## config.mk

```make
export PLATFORM = sky130hd
export DESIGN_NAME = restoring_divider
export DESIGN_NICKNAME = d
export VERILOG_FILES = /design/src/rtl/restoring_divider.sv
export SDC_FILE = /design/constraint.sdc
export NUM_CORES = 1
export LEC_CHECK = 0
export BUFFER_PORTS_ARGS = -buffer_cell sky130_fd_sc_hd__clkbuf_2
export CAP_MARGIN = 20
export CORE_MARGIN = 2
export CORE_UTILIZATION = 30
export CTS_BUF_LIST = sky130_fd_sc_hd__clkbuf_8
export DETAILED_ROUTE_END_ITERATION = 6
export PLACE_DENSITY = 0.55
export SLEW_MARGIN = 10
export SYNTH_ARGS = -nofsm -noshare
export SYNTH_HDL_FRONTEND = slang
export SYNTH_SLANG_ARGS = --single-unit
```

## constraint.sdc

```tcl
create_clock -name clk -period 5.4 [get_ports clk]
set_clock_uncertainty 0.05 [all_clocks]
set_input_delay 1.08 -clock clk [delete_from_list [all_inputs] [get_ports clk]]
set_output_delay 1.08 -clock clk [all_outputs]
set_load 0.02 [all_outputs]
```

## src/rtl/restoring_divider.sv

```systemverilog
// Multi-cycle unsigned restoring divider with a start/done handshake.
// One shift-and-trial-subtract step per clock; divide-by-zero short-cuts straight to DONE.
module restoring_divider #(
  parameter int WIDTH = 4
) (
  input  logic             clk,
  input  logic             rst_n,
  input  logic             start,
  input  logic [WIDTH-1:0] dividend,
  input  logic [WIDTH-1:0] divisor,
  output logic             busy,
  output logic             done,
  output logic [WIDTH-1:0] quotient,
  output logic [WIDTH-1:0] remainder,
  output logic             div_by_zero
);

  // state | meaning
  // IDLE  | waiting for start; operands captured on start
  // RUN   | one trial-subtract step per clock, WIDTH steps
  // DONE  | done pulse for one cycle, results valid
  typedef enum logic [1:0] {IDLE, RUN, DONE} state_t;

  localparam int CW = $clog2(WIDTH + 1);

  state_t           state, state_nxt;
  logic [WIDTH-1:0] dvs;
  logic [WIDTH-1:0] r;
  logic [WIDTH-1:0] q;
  logic [CW-1:0]    cnt;
  logic [WIDTH:0]   r_sh, t, r_nxt;
  logic [WIDTH-1:0] q_nxt;
  logic             accept, last_step;

  assign accept    = (state == IDLE) && start;
  assign last_step = (state == RUN) && (cnt == CW'(WIDTH - 1));
  assign busy      = (state != IDLE);
  assign done      = (state == DONE);

  // Partial remainder is always below the divisor, so only WIDTH bits are stored;
  // the shifted value and trial difference are WIDTH+1 bits wide.
  always_comb begin
    r_sh  = {r, q[WIDTH-1]};
    t     = r_sh + ~{1'b0, dvs} + {{WIDTH{1'b0}}, 1'b1};
    r_nxt = t[WIDTH] ? r_sh : t;
    q_nxt = {q[WIDTH-2:0], ~t[WIDTH]};
  end

  always_comb begin
    state_nxt = state;
    case (state)
      IDLE: if (start) state_nxt = (divisor == '0) ? DONE : RUN;
      RUN:  if (last_step) state_nxt = DONE;
      DONE: state_nxt = IDLE;
      default: state_nxt = IDLE;
    endcase
  end

  always_ff @(posedge clk or negedge rst_n) begin
    if (!rst_n) state <= IDLE;
    else        state <= state_nxt;
  end

  always_ff @(posedge clk or negedge rst_n) begin
    if (!rst_n) begin
      dvs         <= '0;
      r           <= '0;
      q           <= '0;
      cnt         <= '0;
      quotient    <= '0;
      remainder   <= '0;
      div_by_zero <= 1'b0;
    end else if (accept) begin
      dvs         <= divisor;
      r           <= '0;
      q           <= dividend;
      cnt         <= '0;
      div_by_zero <= (divisor == '0);
      if (divisor == '0) begin
        quotient  <= '1;
        remainder <= dividend;
      end
    end else if (state == RUN) begin
      r   <= r_nxt[WIDTH-1:0];
      q   <= q_nxt;
      cnt <= cnt + CW'(1);
      if (last_step) begin
        quotient  <= q_nxt;
        remainder <= r_nxt[WIDTH-1:0];
      end
    end
  end

endmodule

```

* Word-level counts from Yosys, hierarchy flattened
Index checks and enable logic that the tools add are counted.
** Operators by class
- Add/subtract/negate cells :: 3
- Multiply operators :: 0
- Divide/modulo/power cells :: 0
- Magnitude comparators :: 0
- Equal/unequal tests :: 6
- Shift-type cells :: 0
- Muxes and demuxes :: 19
- Bitwise logic cells :: 2
- Reduce and logical (&&, ||, !) cells :: 9
** Operator list (number)
- $mux W4 :: 13
- $mux W2 :: 3
- $mux W3 :: 2
- $reduce_bool A2 Y1 :: 3
- $add A5 B1 Y5 const B :: 1
- $add A5 B5 Y5 :: 1
- $not A4 Y5 :: 1
- $logic_not A4 Y1 :: 1
- $ne A2 B2 Y1 const B :: 2
- $pmux W2 S2 :: 1
- $add A3 B1 Y3 const B :: 1
- $eq A3 B2 Y1 const B :: 1
- $reduce_and A3 Y1 :: 1
- $eq A2 B1 Y1 const B :: 1
- $eq A2 B2 Y1 const B :: 1
- $logic_and A1 B1 Y1 :: 2
- $logic_not A2 Y1 :: 1
- $ne A2 B1 Y1 const B :: 1
- $reduce_and A2 Y1 :: 1
- $not A1 Y1 :: 1
** Word-level totals
- Register bits :: 26
- Bits in latches :: 0
- Memory bits (writable) :: 0
- Bits in read-only memories :: 0
- Input port bits :: 11
- Output and inout port bits :: 11
- Logic and storage cells :: 47
- Memories kept :: 0

* Longest topological paths before layout
- Depth after elaboration :: 7
- Depth in mapped cells :: 8
- Mapped depth without buffers :: 8

* Least setup slack after synthesis
OpenSTA, ideal clock, no wires.
- Path kind :: input to register
- Start :: input port start
- End :: register r[0]
- Library setup time :: 0.118 ns
- Data arrival time :: 1.982 ns
- Required time :: 5.232 ns
- Path slack :: 3.250 ns
- Stages :: 6
- Path buffers :: 1
- Path through :: nor3b_2 > buf_4 > nor2_1 > o21ai_0 > a21oi_1 > a21o_1
** Between the ends
- Cells in the longest elaborated chain, start to end :: 2
- Elaborated cells on any way between the ends :: 3
- Classes of those cells :: 1 x mux; 2 x reduce/logical
** RTL lines
- from (decl) :: line 8 : input logic start,
- $logic_and A1 B1 Y1 (*) :: line 35 : assign accept = (state == IDLE) && start;
- $mux W4 / $reduce_bool A2 Y1 (equally long branches)
- to (signal assigned) :: line 84 : r <= r_nxt[WIDTH-1:0];
- to (decl) :: line 28 : logic [WIDTH-1:0] r;
Every way passes the cells marked *; elsewhere a longest branch is shown, timed or not.
A chain may end at the register's enable or synchronous reset.

* Worst setup path after layout
- Start :: register q[3]
- End :: register remainder[2]
** Between the ends
- Cells in the longest elaborated chain, start to end :: 6
** RTL lines
- from (decl) :: line 29 : logic [WIDTH-1:0] q;
- from (signal assigned) :: line 76 : q <= dividend;
- from (signal assigned) :: line 85 : q <= q_nxt;
- $add A5 B5 Y5 :: line 44 : t = r_sh + ~{1'b0, dvs} + {{WIDTH{1'b0}}, 1'b1};
- $add A5 B1 Y5 :: line 44
- $mux W4 :: line 45 : r_nxt = t[WIDTH] ? r_sh : t;
- $mux W4 :: line 87 : if (last_step) begin
- $mux W4 :: line 83 : end else if (state == RUN) begin
- $mux W4 :: line 73 : end else if (accept) begin
- to (signal assigned) :: line 81 : remainder <= dividend;
- to (signal assigned) :: line 89 : remainder <= r_nxt[WIDTH-1:0];
- to (decl) :: line 14 : output logic [WIDTH-1:0] remainder,
No other way between the ends. The select of a mux whose other input is x is not followed.

==> results.toml <==
[yosys]
avgSynthCellArea_um2 = 9.81
ys.flop_type = "dfrtp_1"
yosysWarnings = 0
synth_nets = 159
synthArstFlopShare_pct = 100
yosysSeqAreaShare_pct = 47.1
yosys_register_bits = 26
synth-edff-count = 0
netlist_instances = 141
yosysUniqueCellTypes = 35
synth_area_um2 = 1380

[placement]
pre_cts_slack_ns = 2.84
portBuffers = 21
hpwl_mm = 2.12
gp_congestion = 0.761

[cts]
clock_sinks = 26
cts_tree = "built"
cts_setup_buffers = 0
hold_buffers = 0
htreeDepth = 1
path_clk_slew_ns = 0.09
clockRootBuffer = "clkbuf_8"
clockBufferDepth = 2
cts_resized = 0
insertion_delay_ns = 0.27
numCtsBuffers = 3

[setup_path]
startpoint_type = "flop"
slowest_stage = "fa_1"
worstPathArrival_ns = 2.50
cp_slowest_stage_delay_ns = 0.40
r2r_slack_ns = 2.97
cp_cell_sequence = "inv_1 > ha_1 > fa_1 > nand2b_2 > a21oi_4 > xor2_4 > mux2i_1 > a31oi_1"
setup.worst_path.class = "flop to flop"
cp.required_ns = 5.46
endpoint_kind = "flop"
cp_max_fo = 6

[sta]
fmax_mhz = 411
slew_viol_final = 0
fin_ws_ns = 2.97
rsz0062_at_grt = "no"
finalSetupViolCount = 0
tightestPinTransition_ns = 1.01
final.setup.tns_ns = 0
slew-limit-headroom_pct = 32.5
hold_viol_final = 0
period_share_pct = 45.1
fin_crit_ns = 2.43

[drt]
wl_per_cell_um = 13.5
initialDrtViolationCount = 53
dr.pass1.iters = 5
vias = 1056
route.detailed.drc = 0
ant_nets = 0
totalWireLength_mm = 2.87
viasPerCell = 4.96

[final_layout]
fill_cells = 464
fin_nets = 180
antennaDiodeCount = 0
drive_above_1_share_pct = 22.4
syn_to_final_growth_pct = 15.0
multi_input_comb_area_um2 = 684
regArea_um2 = 651

[floorplanning]
start_util_pct = 31.5
dieWidth_um = 71.9
io_pins = 22
dieHeight_um = 71.9
fp-row-count = 24
fp.coreArea_um2 = 4380
die-area_um2 = 5170

[global_route]
grt_use_total_pct = 12.7
grt_pass1_vias = 1095
grt_max_degree = 33
grt_pass1_wl_mm = 5.17
antenna_found_initial = 0
overflow = 0

[run_status]
status = "complete, no violations"

[run]
cap_violations = 0

[power]
peakVddDrop_v = 0.000287
power.density_nw_per_um2 = 738
p_leak_nw = 0.728

[worst_hold_path]
hp-class = "flop to flop"
## worst paths after layout
kind / from / end / cells past startpoint
setup / recovery: q[3]$_DFFE_PN0P_ / remainder[2]$_DFFE_PN0P_ / 8
hold / removal: q[2]$_DFFE_PN0P_ / q[2]$_DFFE_PN0P_ / 2
setup reg to reg: q[3]$_DFFE_PN0P_ / remainder[2]$_DFFE_PN0P_ / 8
hold reg to reg: q[2]$_DFFE_PN0P_ / q[2]$_DFFE_PN0P_ / 2
max in group asynchronous: rst_n / state[1]$_DFFE_PN0P_ / 1
min in group asynchronous: rst_n / q[2]$_DFFE_PN0P_ / 1
## per-layer routing
| layer | wire, um | track usage, % |
|---|---|---|
| met5 | 0 | 0 |
| met4 | 12 | 1.89 |
| met3 | 109 | 3.52 |
| met2 | 1380 | 21.8 |
| met1 | 1380 | 16.4 |
## cell families after synthesis
logic type               count (synthesis)  synth area share (%)
AND/OR/NAND/NOR                         56                  19.2
AO/OA/AOI/OAI                           33                  16.7
flip-flops                              26                  47.1
buffers and inverters                   12                  3.89
adder cells (fa/ha/maj)                  7                  6.88
multiplexers                             4                  3.08
XOR/XNOR                                 3                  3.26
## where the power goes
group	switching, mW	internal, mW
Clock	0.0619	0.0652
Sequential	0.0769	0.291
Combinational	0.396	0.283
Total	0.535	0.639
## critical path: cells and delay by family, from the launching register on
kind	cells	cell delay [ns]
adder cells (fa/ha/maj)	2	0.61
AND/OR/NAND/NOR	1	0.22
flip-flops	1	0.38
AO/OA/AOI/OAI	2	0.36
multiplexers	1	0.31
buffers and inverters	1	0.07
XOR/XNOR	1	0.27
## synthesized netlist by cell type, types with 3 or more instances
cell / n / area share, %
a21oi_1: 7 / 2.5
a41oi_1: 3 / 1.9
buf_2: 4 / 1.4
dfrtp_1: 26 / 47
ha_1: 6 / 5.4
inv_1: 6 / 1.6
nand2_1: 19 / 5.2
nand2b_1: 7 / 3.2
nor2_1: 17 / 4.6
nor3_1: 3 / 1.1
o21ai_0: 11 / 4.0
## per-stage QoR
step	cell area [um^2]	instances	power, mW	utilization (%)	hold slack (ns)
final	1590	213	1.17	36.3	0.471
after global routing	1590	213	1.29	36.3	0.497
after CTS	1590	213	1.19	36.3	0.480
after detailed placement	1540	209	1.06	35.0	0.457
after global placement	1540	209	1.03	35.0	0.448
after floorplan	1380	141	0.894	-	0.416
## registers in the layout, indices dropped and copies added (netlist names)
signal,cells
cnt,3
div_by_zero,1
dvs,4
q,4
quotient,4
r,4
remainder,4
state,2
## cell usage in the layout (no fill, tap or decap)
| cell | count |
|---|---|
| nor2_1 | 17 |
| nor3_1 | 3 |
| mux2_2 | 2 |
| mux2i_1 | 2 |
| inv_1 | 6 |
| nand2b_1 | 7 |
| nor4_1 | 1 |
| o22ai_1 | 1 |
| nand3b_1 | 2 |
| nand2b_2 | 1 |
| a22oi_1 | 1 |
| fa_1 | 1 |
| nor2b_1 | 2 |
| a22o_2 | 1 |
| a21oi_1 | 7 |
| xor2_1 | 1 |
| a21o_1 | 2 |
| xnor2_1 | 1 |
| a211oi_2 | 2 |
| or2_2 | 1 |
| clkbuf_8 | 4 |
| a21oi_4 | 1 |
| a31oi_1 | 1 |
| nor3b_4 | 1 |
| o21ai_0 | 11 |
| a221o_1 | 1 |
| buf_4 | 1 |
| ha_1 | 6 |
| xor2_4 | 1 |
| nand3_1 | 2 |
| dfrtp_1 | 26 |
| a211o_1 | 2 |
| nand2_1 | 19 |
| clkbuf_2 | 21 |
| a41oi_1 | 3 |
## cell type report
cell class	count	share of cell area (%)
Multi-Input combinational cell	103	43.0
Timing Repair Buffer	22	7.08
Clock buffer	4	3.46
Tap cell	52	4.09
Inverter	6	1.42
Sequential cell	26	40.9
Note: power is estimated with default switching activity, not from simulation.
